**src/rtl/hazard_ctrl.sv**
```systemverilog
// Purpose : load-use / branch / memory-wait hazard controller for a 5-stage pipeline.
// Latency : all control outputs are combinational from state and inputs (zero cycles).
// Backpr. : memBusy freezes the back end (pipeHold) and the front end (pcHold/ifIdHold).
//
// Ports:
//   clk, reset (async, active-low)
//   idRs1/idRs2/idUsesRs1/idUsesRs2 : ID-stage source operands
//   exRd/exLw/exTaken               : EX-stage destination, load flag, PC redirect
//   memBusy                         : data memory not completing this cycle
//   pcHold/ifIdHold/ifIdFlush/idExBubble/pipeHold : pipeline control
//   memTimeout                      : sticky memory-wait timeout flag
//   state                           : RUN=0, LU_STALL=1, MEM_WAIT=2
//   stallCycles/flushCount          : performance counters (macro HAZARD_PERF_EN), else 0
module hazard_ctrl #(
    parameter int unsigned LOAD_STALL_CYCLES = 1,
    parameter logic [7:0]  MEM_TIMEOUT       = 8'd200
) (
    input  logic        clk,
    input  logic        reset,
    input  logic [4:0]  idRs1,
    input  logic [4:0]  idRs2,
    input  logic        idUsesRs1,
    input  logic        idUsesRs2,
    input  logic [4:0]  exRd,
    input  logic        exLw,
    input  logic        exTaken,
    input  logic        memBusy,
    output logic        pcHold,
    output logic        ifIdHold,
    output logic        ifIdFlush,
    output logic        idExBubble,
    output logic        pipeHold,
    output logic        memTimeout,
    output logic [1:0]  state,
    output logic [15:0] stallCycles,
    output logic [15:0] flushCount
);

    localparam logic [1:0] ST_RUN      = 2'd0;
    localparam logic [1:0] ST_LU_STALL = 2'd1;
    localparam logic [1:0] ST_MEM_WAIT = 2'd2;

    // The RUN cycle that detects the hazard is the first bubble, so the
    // stall state only covers the remaining LOAD_STALL_CYCLES-1 cycles.
    localparam logic [1:0] LU_LOAD  = 2'(LOAD_STALL_CYCLES - 1);
    localparam bit         LU_MULTI = (LOAD_STALL_CYCLES > 1);

    logic [1:0] state_q, state_d;
    logic [1:0] lu_cnt_q, lu_cnt_d;
    logic [7:0] wait_cnt_q, wait_cnt_d;
    logic       timeout_q, timeout_d;

    logic       load_use;
    logic [7:0] wait_inc;
    logic       pc_hold_raw, ifid_hold_raw, ifid_flush_raw, bubble_raw, pipe_hold_raw;

    assign load_use = exLw && (exRd != 5'd0) &&
                      ((idUsesRs1 && (exRd == idRs1)) || (idUsesRs2 && (exRd == idRs2)));

    always_comb begin
        state_d        = state_q;
        lu_cnt_d       = lu_cnt_q;
        wait_cnt_d     = wait_cnt_q;
        timeout_d      = timeout_q;
        wait_inc       = wait_cnt_q + 8'd1;
        pc_hold_raw    = 1'b0;
        ifid_hold_raw  = 1'b0;
        ifid_flush_raw = 1'b0;
        bubble_raw     = 1'b0;
        pipe_hold_raw  = 1'b0;

        case (state_q)
            ST_RUN: begin
                if (memBusy) begin
                    pc_hold_raw   = 1'b1;
                    ifid_hold_raw = 1'b1;
                    pipe_hold_raw = 1'b1;
                    state_d       = ST_MEM_WAIT;
                    wait_cnt_d    = 8'd0;
                end else if (exTaken) begin
                    // The redirect squashes the ID instruction, so any
                    // load-use against it is moot.
                    ifid_flush_raw = 1'b1;
                    bubble_raw     = 1'b1;
                end else if (load_use) begin
                    pc_hold_raw   = 1'b1;
                    ifid_hold_raw = 1'b1;
                    bubble_raw    = 1'b1;
                    if (LU_MULTI) begin
                        state_d  = ST_LU_STALL;
                        lu_cnt_d = LU_LOAD;
                    end
                end
            end
            ST_LU_STALL: begin
                pc_hold_raw   = 1'b1;
                ifid_hold_raw = 1'b1;
                bubble_raw    = 1'b1;
                if (memBusy) begin
                    // Back end frozen: the bubble is not consumed, keep counting later.
                    pipe_hold_raw = 1'b1;
                end else if (lu_cnt_q <= 2'd1) begin
                    state_d  = ST_RUN;
                    lu_cnt_d = 2'd0;
                end else begin
                    lu_cnt_d = lu_cnt_q - 2'd1;
                end
            end
            ST_MEM_WAIT: begin
                pc_hold_raw   = 1'b1;
                ifid_hold_raw = 1'b1;
                pipe_hold_raw = 1'b1;
                wait_cnt_d    = wait_inc;
                if (wait_inc == MEM_TIMEOUT) begin
                    timeout_d = 1'b1;
                    state_d   = ST_RUN;
                end else if (!memBusy) begin
                    state_d = ST_RUN;
                end
            end
            default: begin
                state_d = ST_RUN;
            end
        endcase
    end

    always_ff @(posedge clk or negedge reset) begin
        if (!reset) begin
            state_q    <= ST_RUN;
            lu_cnt_q   <= 2'd0;
            wait_cnt_q <= 8'd0;
            timeout_q  <= 1'b0;
        end else begin
            state_q    <= state_d;
            lu_cnt_q   <= lu_cnt_d;
            wait_cnt_q <= wait_cnt_d;
            timeout_q  <= timeout_d;
        end
    end

    // Inputs may be live while reset is low; gate so nothing leaks out.
    assign pcHold     = reset & pc_hold_raw;
    assign ifIdHold   = reset & ifid_hold_raw;
    assign ifIdFlush  = reset & ifid_flush_raw;
    assign idExBubble = reset & bubble_raw;
    assign pipeHold   = reset & pipe_hold_raw;
    assign memTimeout = timeout_q;
    assign state      = state_q;

`ifdef HAZARD_PERF_EN
    logic [15:0] stall_cnt_q;
    logic [15:0] flush_cnt_q;

    always_ff @(posedge clk or negedge reset) begin
        if (!reset) begin
            stall_cnt_q <= 16'd0;
            flush_cnt_q <= 16'd0;
        end else begin
            if (pcHold && (stall_cnt_q != 16'hFFFF)) begin
                stall_cnt_q <= stall_cnt_q + 16'd1;
            end
            if (ifIdFlush && (flush_cnt_q != 16'hFFFF)) begin
                flush_cnt_q <= flush_cnt_q + 16'd1;
            end
        end
    end

    assign stallCycles = stall_cnt_q;
    assign flushCount  = flush_cnt_q;
`else
    assign stallCycles = 16'd0;
    assign flushCount  = 16'd0;
`endif

endmodule

```
**config.mk**
```make
export PLATFORM = sky130hd
export DESIGN_NAME = hazard_ctrl
export DESIGN_NICKNAME = d
export VERILOG_FILES = /design/src/rtl/hazard_ctrl.sv
export SDC_FILE = /design/constraint.sdc
export NUM_CORES = 1
export LEC_CHECK = 0
export BUFFER_PORTS_ARGS = -buffer_cell sky130_fd_sc_hd__buf_2
export CAP_MARGIN = 0
export CORE_ASPECT_RATIO = 1.5
export CORE_MARGIN = 2
export CORE_UTILIZATION = 45
export DETAILED_ROUTE_END_ITERATION = 16
export PLACE_DENSITY = 0.86
export SYNTH_ARGS = -nofsm -noshare
export SYNTH_HDL_FRONTEND = slang
export SYNTH_SLANG_ARGS = --single-unit
```
**constraint.sdc**
```tcl
create_clock -name clk -period 1.9 [get_ports clk]
set_input_delay 0.19 -clock clk [delete_from_list [all_inputs] [get_ports clk]]
set_output_delay 0.19 -clock clk [all_outputs]
set_load 0.005 [all_outputs]
```
==> impl_summary.txt <==
----------------------------------------------------
[Timing]
  Minimum clock period after layout ... 1.64 ns
  Final total negative setup slack ... 0 ns
  Period Utilization, post-route ... 0.863
  RSZ-0062 raised after global routing ... false
  Setup-failing EPs final ... 0
  Final hold violations ... 0
  FMAX ... 610 MHz
  Final setup skew ... 0.00651 ns
  Number of max-slew violations in the final report ... 0
  Final worst setup slack ... around 0.26 ns

[Die]
  Number of placement rows ... 20
  I/O pin count ... 62
  Overall die height ... 60.3 um
  Area enclosed by the die boundary ... around 2500 um2
  Die W ... 41.6 um
  Floorplan core area ... 2030 um2
  Initial cell density of the core ... 0.470

[Clock network]
  Clock sink total ... 10
  Maximum root-to-sink buffer count ... 2
  Clock Tree Root ... sky130_fd_sc_hd__clkbuf_4
  Clock tree from TritonCTS ... done
  Reg clk slew, reported paths ... around 0.060 ns
  Clock Latency Late Sink ... 0.27 ns
  Total clock buffers created by CTS ... 3
  Setup bufs post-CTS ... 0
  H-tree levels ... 1

[Min path]
  Hold Path Origin ... memBusy
  Class of the tightest hold or removal check ... primary input to flop

[Global route]
  Largest net degree at the start of global routing ... 17
  Met1 usage in global routing ... 0.149
  GRT busiest layer ... met2
  Remaining global-route overflow ... 0
  Global-route wire length before repair ... ~2700 um
  GR met3 Demand/Resource ... 0.0179
  Global routing usage on met2 ... 0.268
  Overall Global Routing Usage ... 0.143
  Via count of the first global-routing pass ... 663
  Number of antenna violations at the first check in global routing ... 0

[Setup path]
  Crit path capture type ... output pin
  Critical Path AT ... around 1.5 ns
  Critical path launch point ... reset
  Max FO, Critical Path ... 6
  Data required, critical path ... 1.71 ns
  Endpoint of the most critical setup path ... ifIdHold
  Worst reg2reg path depth ... 4
  Kind of start point of the critical path ... primary input
  Class of the most critical setup path ... primary input to output pin
  Setup slack on the worst flop-to-flop path ... 0.47 ns
  Capture point of the worst reg-to-reg path ... memTimeout
  Reg2Reg Launch Point ... wait_cnt_q[2]

[Route]
  Final wirelength ... between 1500 and 2000 um
  Number of routed nets with antenna violations ... 0
  Length of the first detailed-routing pass in iterations ... 2
  DRT iter0 DRCs ... 6
  Via count normalized by instance count ... 4.70
  Number of remaining DRC errors ... 0
  Total number of vias ... 771
  Routed length per placed instance ... 10.5 um

[Logic synthesis]
  Mean instance size in the synthesized netlist ... 8.58 um2
  Share of synthesized area occupied by flip-flops and latches ... 0.263
  Count of warnings emitted by yosys ... 0
  Summed instance area of the synthesized netlist ... 952 um2
  Seq cells post-synth ... 10
  Primary FF master, synth ... sky130_fd_sc_hd__dfrtp_1
  Gate count after technology mapping ... 111
  Distinct cell type count of the synthesized netlist ... 33
  Number of enable flip-flop cells after synthesis ... 0
  Async set or reset register ratio after synthesis ... 1.00

[Pwr]
  Highest ir drop seen on vdd ... 282 uV
  Lkg Pwr ... 0.549 nW
  Ratio of total power to cell area ... 516 nW/um2

[Placement]
  Instance area after placement ... 996 um2
  Worst slack at placement ... 0.256 ns
  Port bufs ... 28
  DP Wirelength ... 1470 um
  Final estimated routing congestion in global placement ... 0.784

[Cells and area]
  Final core occ ... 0.507
  Post-route cell area ... 1030 um2
  Fraction of layout instances using a drive strength above 1 ... 0.261
  Area added between synthesis and finish ... 8.02%
  Leading cell types in the layout, fill and taps excluded ... sky130_fd_sc_hd__conb_1, sky130_fd_sc_hd__buf_2, sky130_fd_sc_hd__dfrtp_1
  Diode count ... 0
  Layout Nets ... 167
  Most frequent standard cell in the layout excluding fill and tap cells ... sky130_fd_sc_hd__conb_1

[Flow run]
  Max Cap Violations ... 0

[Run status]
  Run status ... completed

----------------------------------------------------
==> worst min-delay path by stage <==
stage / endpoint / slack (ns) / cells after the start
final: wait_cnt_q[1] / 0.18 / 2
after global routing: wait_cnt_q[1] / 0.21 / 2
after CTS: wait_cnt_q[1] / 0.18 / 2
after detailed placement: state[1] / 0.008 / 1
after global placement: state[1] / 0.01 / 1
after floorplan: memTimeout / -0.11 / 0
==> cell families (layout without fill, tap and decap cells) <==
kind of cell               count (synthesis)  count (layout)  share of synthesized area
adders and majority gates                  1               1                     0.0131
xor gates and xnor gates                  12              12                      0.110
buffers and inverters                     39              38                      0.288
muxes                                      3               3                     0.0315
AOI/OAI and AO/OA                         15              15                      0.112
and+or+nand+nor                           30              30                      0.179
other                                      1              33                    0.00394
DFF                                       10              10                      0.263
==> flip-flops by register name (all words and copies together) (netlist names) <==
register    count
memTimeout      1
state           1
wait_cnt_q      8
==> metrics by stage <==
stage | instances | total power, W | hold slack [ns]
6_report | 164 | 0.000531 | 0.177
4_1_cts | 164 | 0.000533 | 0.184
3_5_place_dp | 160 | 0.000384 | 0.00822
3_3_place_gp | 160 | 0.000377 | 0.0115
5_1_grt | 164 | 0.000565 | 0.210
2_1_floorplan | 143 | 0.000377 | -0.106
==> final cells by class <==
type                            instances  area, um2
Fill cell                             195        998
Inverter                                4       15.0
Timing Repair Buffer                   31        165
Sequential cell                        10        250
Clock buffer                            3       22.5
Tap cell                               22       27.5
Multi-Input combinational cell         94        548
==> worst max-delay path, stage by stage <==
cell and delay (ns):
sky130_fd_sc_hd__dlygate4sd3_1 0.52, sky130_fd_sc_hd__buf_2 0.16, sky130_fd_sc_hd__inv_1 0.06, sky130_fd_sc_hd__o41ai_2 0.35, sky130_fd_sc_hd__buf_2 0.17
==> where the power goes <==
part	total, W	switching [W]	leakage [nW]	internal (W)
Combinational	0.000130	0.0000744	0.401	0.0000559
Sequential	0.000253	0.0000237	0.134	0.000229
Clock	0.000148	0.0000746	0.0138	0.0000734
==> synthesized netlist by cell type (2+ instances only) <==
library cell / count / area [um2]
sky130_fd_sc_hd__a21oi_1: 3 / 15.0
sky130_fd_sc_hd__buf_4: 34 / 255
sky130_fd_sc_hd__dfrtp_1: 10 / 250
sky130_fd_sc_hd__inv_1: 4 / 15.0
sky130_fd_sc_hd__mux2i_1: 3 / 30.0
sky130_fd_sc_hd__nand2_1: 5 / 18.8
sky130_fd_sc_hd__nand2b_1: 2 / 12.5
sky130_fd_sc_hd__nand3_1: 7 / 35.0
sky130_fd_sc_hd__nor2_1: 2 / 7.51
sky130_fd_sc_hd__nor2b_1: 2 / 12.5
sky130_fd_sc_hd__nor4_1: 2 / 12.5
sky130_fd_sc_hd__o21ai_0: 6 / 30.0
sky130_fd_sc_hd__xnor2_1: 4 / 35.0
sky130_fd_sc_hd__xor2_1: 8 / 70.1
==> layer usage <==
layer | part of all wire | wire (um)
met1 | 0.33 | 576
met2 | 0.57 | 981
met3 | 0.072 | 125
met4 | 0.025 | 43
met5 | 0 | 0
==> repair_timing <==
item / 4_1_cts / 5_1_grt
resized for setup: 0 / 0
endpoints found under the hold margin: 10 / 0
setup endpoints to repair: 0 / 0
hold buffers: 1 / 0
(Power assumes the default switching activity.)
